[config.mk]
export PLATFORM = sky130hd
export DESIGN_NAME = vote_persist
export DESIGN_NICKNAME = d
export VERILOG_FILES = /design/src/rtl/vote_persist.sv
export SDC_FILE = /design/constraint.sdc
export NUM_CORES = 1
export LEC_CHECK = 0
export CAP_MARGIN = 0
export CORE_ASPECT_RATIO = 1.2
export CORE_MARGIN = 8
export CORE_UTILIZATION = 30
export DETAILED_ROUTE_END_ITERATION = 8
export MAX_ROUTING_LAYER = met4
export PLACE_DENSITY = 0.51
export SLEW_MARGIN = 20
export SYNTH_ARGS = -nofsm -noshare
export SYNTH_HDL_FRONTEND = slang
export SYNTH_SLANG_ARGS = --single-unit
[constraint.sdc]
create_clock -name clk -period 4.3 [get_ports clk]
set_input_delay 0.86 -clock clk [delete_from_list [all_inputs] [get_ports clk]]
set_output_delay 0.86 -clock clk [all_outputs]
set_load 0.005 [all_outputs]
[src/rtl/vote_persist.sv]
// Debounced N-input vote: popcounts a registered sample of in_bits, evaluates a
// programmable rule and only moves the vote after HOLD consecutive agreeing samples.
module vote_persist #(
  parameter int N    = 4,
  parameter int CW   = $clog2(N + 1),
  parameter int HOLD = 3,
  parameter int HW   = $clog2(HOLD + 1)
) (
  input  logic          clk,
  input  logic          rst_n,
  input  logic [N-1:0]  in_bits,
  input  logic [CW-1:0] threshold,
  input  logic [1:0]    mode,
  input  logic [N-1:0]  req_mask,
  output logic          vote,
  output logic          vote_rise,
  output logic          vote_fall,
  output logic [CW-1:0] pop_count
);

  typedef enum logic [1:0] {IDLE, ARM, ACTIVE, REL} state_t;

  localparam logic [HW-1:0] CNT_LAST = HW'(HOLD - 1);
  localparam logic [HW-1:0] CNT_ONE  = HW'(1);

  state_t        state_reg, state_next;
  logic [HW-1:0] cnt_reg, cnt_next;
  logic [N-1:0]  s_bits_reg;
  logic          vote_reg, vote_next;
  logic          rise_reg, rise_next;
  logic          fall_reg, fall_next;
  logic [CW-1:0] pop_next;
  logic [N-1:0]  req_ok;
  logic          match;

  always_comb begin
    pop_next = '0;
    for (int i = 0; i < N; i++) begin
      pop_next = pop_next + CW'(s_bits_reg[i]);
    end
  end

  // A member satisfies the mask check if it is either not required or present.
  generate
    for (genvar gi = 0; gi < N; gi++) begin : g_req
      assign req_ok[gi] = ~req_mask[gi] | s_bits_reg[gi];
    end
  endgenerate

  always_comb begin
    match = (pop_next >= threshold);
    case (mode)
      2'd1:    match = (pop_next == threshold);
      2'd2:    match = (&req_ok) && (pop_next >= threshold);
      default: match = (pop_next >= threshold);
    endcase
  end

  always_comb begin
    state_next = state_reg;
    cnt_next   = cnt_reg;
    case (state_reg)
      IDLE: begin
        if (match) begin
          if (HOLD == 1) begin
            state_next = ACTIVE;
            cnt_next   = '0;
          end else begin
            state_next = ARM;
            cnt_next   = CNT_ONE;
          end
        end
      end
      ARM: begin
        if (!match) begin
          state_next = IDLE;
          cnt_next   = '0;
        end else if (cnt_reg == CNT_LAST) begin
          state_next = ACTIVE;
          cnt_next   = '0;
        end else begin
          cnt_next = cnt_reg + CNT_ONE;
        end
      end
      ACTIVE: begin
        if (!match) begin
          if (HOLD == 1) begin
            state_next = IDLE;
            cnt_next   = '0;
          end else begin
            state_next = REL;
            cnt_next   = CNT_ONE;
          end
        end
      end
      REL: begin
        if (match) begin
          state_next = ACTIVE;
          cnt_next   = '0;
        end else if (cnt_reg == CNT_LAST) begin
          state_next = IDLE;
          cnt_next   = '0;
        end else begin
          cnt_next = cnt_reg + CNT_ONE;
        end
      end
      default: begin
        state_next = IDLE;
        cnt_next   = '0;
      end
    endcase
  end

  // REL->ACTIVE keeps vote high, so it deliberately produces no pulse.
  always_comb begin
    vote_next = (state_next == ACTIVE) || (state_next == REL);
    rise_next = (state_next == ACTIVE) && ((state_reg == IDLE) || (state_reg == ARM));
    fall_next = (state_next == IDLE) && ((state_reg == ACTIVE) || (state_reg == REL));
  end

  always_ff @(posedge clk or negedge rst_n) begin
    if (!rst_n) begin
      state_reg  <= IDLE;
      cnt_reg    <= '0;
      s_bits_reg <= '0;
      vote_reg   <= 1'b0;
      rise_reg   <= 1'b0;
      fall_reg   <= 1'b0;
    end else begin
      state_reg  <= state_next;
      cnt_reg    <= cnt_next;
      s_bits_reg <= in_bits;
      vote_reg   <= vote_next;
      rise_reg   <= rise_next;
      fall_reg   <= fall_next;
    end
  end

  assign vote      = vote_reg;
  assign vote_rise = rise_reg;
  assign vote_fall = fall_reg;
  assign pop_count = pop_next;

endmodule

## Word-level counts from Yosys, hierarchy flattened

Index checks and enable logic that the tools add are counted.

| word-level totals | value |
|---|---|
| register bits after elaboration | 11 |
| latch bits | 0 |
| memory bits (writable) | 0 |
| memory bits (read-only) | 0 |
| bits of input ports | 15 |
| word-level logic and storage cells | 54 |
| memories | 0 |

| cells by class | value |
|---|---|
| add/sub/neg operators | 4 |
| multipliers | 0 |
| div/mod/pow operators | 0 |
| magnitude comparators | 1 |
| eq/ne operators | 11 |
| shift-type cells | 0 |
| muxes and demuxes | 14 |
| bitwise logic cells | 8 |
| reduce and logical (&&, ||, !) cells | 10 |

Operator list:

| cell | count |
|---|---|
| $mux W2 | 11 |
| $pmux W2 S4 | 2 |
| $eq A2 B2 Y1 const B | 6 |
| $eq A2 B1 Y1 const B | 2 |
| $logic_not A2 Y1 | 2 |
| $ne A2 B2 Y1 const B | 2 |
| $not A1 Y1 | 4 |
| $or A1 B1 Y1 | 4 |
| $reduce_and A4 Y1 | 1 |
| $add A2 B1 Y3 | 1 |
| $add A3 B1 Y3 | 1 |
| $eq A3 B3 Y1 | 1 |
| $ge A3 B3 Y1 | 1 |
| $logic_and A1 B1 Y1 | 3 |
| $logic_or A1 B1 Y1 | 3 |
| $add A1 B1 Y2 | 1 |
| $add A2 B1 Y2 const B | 1 |
| $pmux W1 S2 | 1 |
| $reduce_and A2 Y1 | 1 |

## Depth between registers and ports, before layout

| logic depth | value |
|---|---|
| depth after elaboration | 10 |
| gate-level depth with buffers | 9 |
| depth with buffers taken out | 9 |

## Worst setup path after synthesis

Ideal clock, no wire load.

| path | value |
|---|---|
| path kind | flip-flop to flip-flop |
| start | reg s_bits_reg[0] |
| end | reg cnt_reg[1] |
| setup time | 0.124 ns |
| data arrival time | 2.438 ns |
| data required time | 4.176 ns |
| path slack | 1.738 ns |
| cell stages (with the launch flop) | 10 |
| path buffers | 1 |
| clock period less this slack | 2.562 ns |
| path through | dfrtp_1 -> fa_1 -> ha_1 -> ha_1 -> ha_1 -> and4_1 -> clkbuf_2 -> a21oi_1 -> o32ai_1 -> a211o_1 |

| on the way | value |
|---|---|
| longest elaborated chain between the ends | 8 |
| elaborated cells on any way between the ends | 15 |

Ends and longest elaborated chain:

| item | RTL line | text |
|---|---|---|
| from (decl) | 28 | `logic [N-1:0] s_bits_reg;` |
| from (signal assigned) | 132 | `s_bits_reg <= in_bits;` |
| $add A1 B1 Y2 (*) | 39 | `pop_next = pop_next + CW'(s_bits_reg[i]);` |
| $add A2 B1 Y3 (*) | 39 |  |
| $add A3 B1 Y3 (*) | 39 |  |
| net pop_count[1] | 18 | `output logic [CW-1:0] pop_count` |
| $ge A3 B3 Y1 | 54, 55 |  |
| $logic_and A1 B1 Y1 | 54 | `2'd2: match = (&req_ok) && (pop_next >= threshold);` |
| $pmux W1 S2 (*) | 52 | `case (mode)` |
| $mux W2, or another cell as far along | 97 | `if (match) begin` |
| $pmux W2 S4 / $reduce_and A2 Y1 (equally long branches) | -- |  |
| to (signal assigned) | 131 | `cnt_reg <= cnt_next;` |
| to (decl) | 27 | `logic [HW-1:0] cnt_reg, cnt_next;` |

The timed path passes the listed nets; every way through them passes the cells marked *.
A chain may end at the register's enable or synchronous reset.

## Final worst setup path

| path | value |
|---|---|
| start | reg s_bits_reg[0] |
| end | out pop_count[1] |

| on the way | value |
|---|---|
| longest elaborated chain between the ends | 3 |

Ends and longest elaborated chain:

| item | RTL line |
|---|---|
| $add A1 B1 Y2 | 39 |
| $add A2 B1 Y3 | 39 |
| $add A3 B1 Y3 | 39 |
| to (decl) | 18 |

Every way passes these cells.

==> flow_metrics.env <==
export IMPL_status="completed"
export IMPL_grt_antenna_before_repair=0
export IMPL_synthFlopType="dfrtp_1"
export IMPL_crit_path_max_fanout=2
export IMPL_crit_chain="fa_1, ha_1, ha_1, clkdlybuf4s50_1"
export IMPL_synth_area_mux_share=0
export IMPL_drv_cap=0
export IMPL_p_clk_frac=0.191
export IMPL_synth_cell_types=30
export IMPL_insertion_delay_ns=0.26
export IMPL_synthAdderAreaFrac=0.156
export IMPL_die_area_um2=4110
export IMPL_combPwrFrac=0.388
export IMPL_syn_inst=71
export IMPL_cts_tree="done"
export IMPL_r2r_setup_slack_ns=1.67
export IMPL_hpwl_mm=1.24
export IMPL_grt_ovfl_total=0
export IMPL_place_gp_congestion=0.813
export IMPL_numCtsBuffers=3
export IMPL_die_w_um=59.8
export IMPL_rsz0062_at_grt="no"
export IMPL_num_vias=572
export IMPL_ys_async_sr_fraction=1.00
export IMPL_cpPeakStageDelay_ns=0.50
export IMPL_ys_warn_count=0
export IMPL_crit_path_end_kind="output port"
export IMPL_cts_setup_buffers=0
export IMPL_die_h_um=68.6
export IMPL_clock_skew_ns=0.000591
export IMPL_cp_num_cells=4
export IMPL_setup_viol=0
export IMPL_peakVddDrop_v=0.000223
export IMPL_ctsResizeCount=0
export IMPL_nets=117
export IMPL_r2r_cells=8
export IMPL_netSwitchingFraction=0.348
export IMPL_internal_power_uw=239
export IMPL_htreeDepth=1
export IMPL_finalCritPeriodShare=0.695
export IMPL_startpoint_type="flop"
export IMPL_coreArea_um2=2230
export IMPL_drt_wirelength_per_cell_um=12.1
export IMPL_grt_pass1_vias=613
export IMPL_synth_compound_area_share=0.210
export IMPL_holdPathEnd="cnt_reg[0]"
export IMPL_synth_top_family_by_area="compound AO/OA/AOI/OAI gates"
export IMPL_portBuffers=20
export IMPL_switchingPower_uw=127
export IMPL_holdPathStages=1
export IMPL_firstDrtPassIters=4
export IMPL_hold_viol=0
export IMPL_power_frac_seq=0.421
export IMPL_critical_path_arrival_ns=2.13
export IMPL_mappedNetlistNets=94
export IMPL_ys_ff_latch=11
export IMPL_max_freq_mhz=335
export IMPL_synth_simple_gate_area_share=0.168
export IMPL_synth_top_area_cell="dfrtp_1"
export IMPL_timing_rr_end="cnt_reg[1]"
export IMPL_grt_max_degree=12
export IMPL_worstSetupPathType="flop to output port"
export IMPL_synth_xor_area_frac=0
export IMPL_start_util=0.310
export IMPL_cts_sinks=11
export IMPL_clk_pin_slew_ns=0.07
export IMPL_critPathBufInv=1
export IMPL_maxSlewViolCount=0
export IMPL_syn_cell_area_um2=692
export IMPL_synthTopCellsByArea="dfrtp_1, ha_1, inv_1, o32ai_1, nand2_1"
export IMPL_post_route_util=0.424
export IMPL_grt_pass1_wl_mm=2.64
export IMPL_cp_top_family="adder cells"
export IMPL_clockBufferDepth=2
export IMPL_r2r_start="s_bits_reg[0]"
export IMPL_placementRows=19
export IMPL_cts_root_buf="clkbuf_4"
export IMPL_cp_common_cell="ha_1"
export IMPL_track_usage=0.0882
export IMPL_synth_most_common_cell="dfrtp_1"
export IMPL_final_setup_worst_slack_ns=1.31
export IMPL_cp_required_ns=3.44
export IMPL_hold_path_class="flop to flop"
export IMPL_yosysTopAreaCellShare=0.398
export IMPL_synth_edf_count=0
export IMPL_hold_buffers=0
export IMPL_routed_wl_mm=1.50
export IMPL_worst_pin_slew_ns=0.496
export IMPL_largest_register_ffs=4
export IMPL_p_leak_nw=0.416
export IMPL_hp_start="state_reg[0]"
export IMPL_area_delta_synth_final_pct=36.9
export IMPL_drc=0
export IMPL_drt_iter0_drc=9
export IMPL_layout_min_cycle_time_ns=2.99
export IMPL_synth_commonest_cells="dfrtp_1, inv_1, ha_1"
export IMPL_dp_slack_ns=1.57
export IMPL_viasPerCell=4.61
export IMPL_powerDensity_nw_per_um2=387
export IMPL_synth_seq_area_share=0.398
export IMPL_ant_nets=0
export IMPL_num_io_pins=21
export IMPL_relSlewSlack=0.668
export IMPL_syn_avg_cell_area_um2=9.75
export IMPL_fin_setup_tns_ns=0
export IMPL_drive_gt1_frac=0.108
export IMPL_cpMaxStageDelayCell="clkdlybuf4s50_1"
export IMPL_n_antenna_cell=0
## layout make-up
cell class / instances / area, um2
fill: 246 / 1290
timing repair buffer: 20 / 200
clock buffer: 4 / 26.3
tap: 31 / 38.8
sequential: 11 / 275
multi-input combinational: 48 / 369
inverter: 10 / 37.5
## logic make-up after synthesis
logic type	after synthesis
AOI/OAI and AO/OA	19
adders and majority gates	8
buffers and inverters	12
DFF	11
and+or+nand+nor	21
## cells in the final DEF (no fill, tap or decap), types with 2 or more instances in the layout
| cell type | netlist | final |
|---|---|---|
| clkbuf_4 | 0 | 3 |
| a21oi_1 | 4 | 4 |
| inv_1 | 9 | 9 |
| o32ai_1 | 3 | 3 |
| clkdlybuf4s50_1 | 0 | 20 |
| dfrtp_1 | 11 | 11 |
| o21ai_0 | 4 | 4 |
| nor3_1 | 4 | 4 |
| nand2b_1 | 2 | 2 |
| nand2_1 | 6 | 6 |
| ha_1 | 7 | 7 |
## worst max path at each step
stage	start	to
finish	s_bits_reg[0]	pop_count[1]
global route	s_bits_reg[0]	pop_count[1]
CTS	s_bits_reg[0]	pop_count[1]
detailed placement	threshold[2]	cnt_reg[1]
global placement	threshold[2]	cnt_reg[1]
floorplan	s_bits_reg[0]	cnt_reg[1]
## layer usage
metal  global-route usage  part of all wire
met3               0.0130             0.043
met2                0.152              0.50
met1               0.0865              0.44
met5                    -                 0
met4               0.0716             0.020
## metrics by stage
step / hold WS [ns] / std cells / area [um2] / power [mW]
CTS: 0.550 / 124 / 947 / 0.373
global route: 0.602 / 124 / 947 / 0.402
finish: 0.541 / 124 / 947 / 0.366
floorplan: 0.479 / 71 / 692 / 0.247
global placement: 0.534 / 120 / 921 / 0.300
detailed placement: 0.540 / 120 / 921 / 0.300
## power groups by stage
stage / Sequential [mW] / Combinational, mW / Clock, mW
after floorplan: 0.144 / 0.104 / 0
after global placement: 0.156 / 0.144 / 0
after detailed placement: 0.156 / 0.144 / 0
after CTS: 0.154 / 0.145 / 0.0743
after global routing: 0.160 / 0.163 / 0.0783
final: 0.154 / 0.142 / 0.0699
No activity file was read; power rests on OpenSTA's default activity.
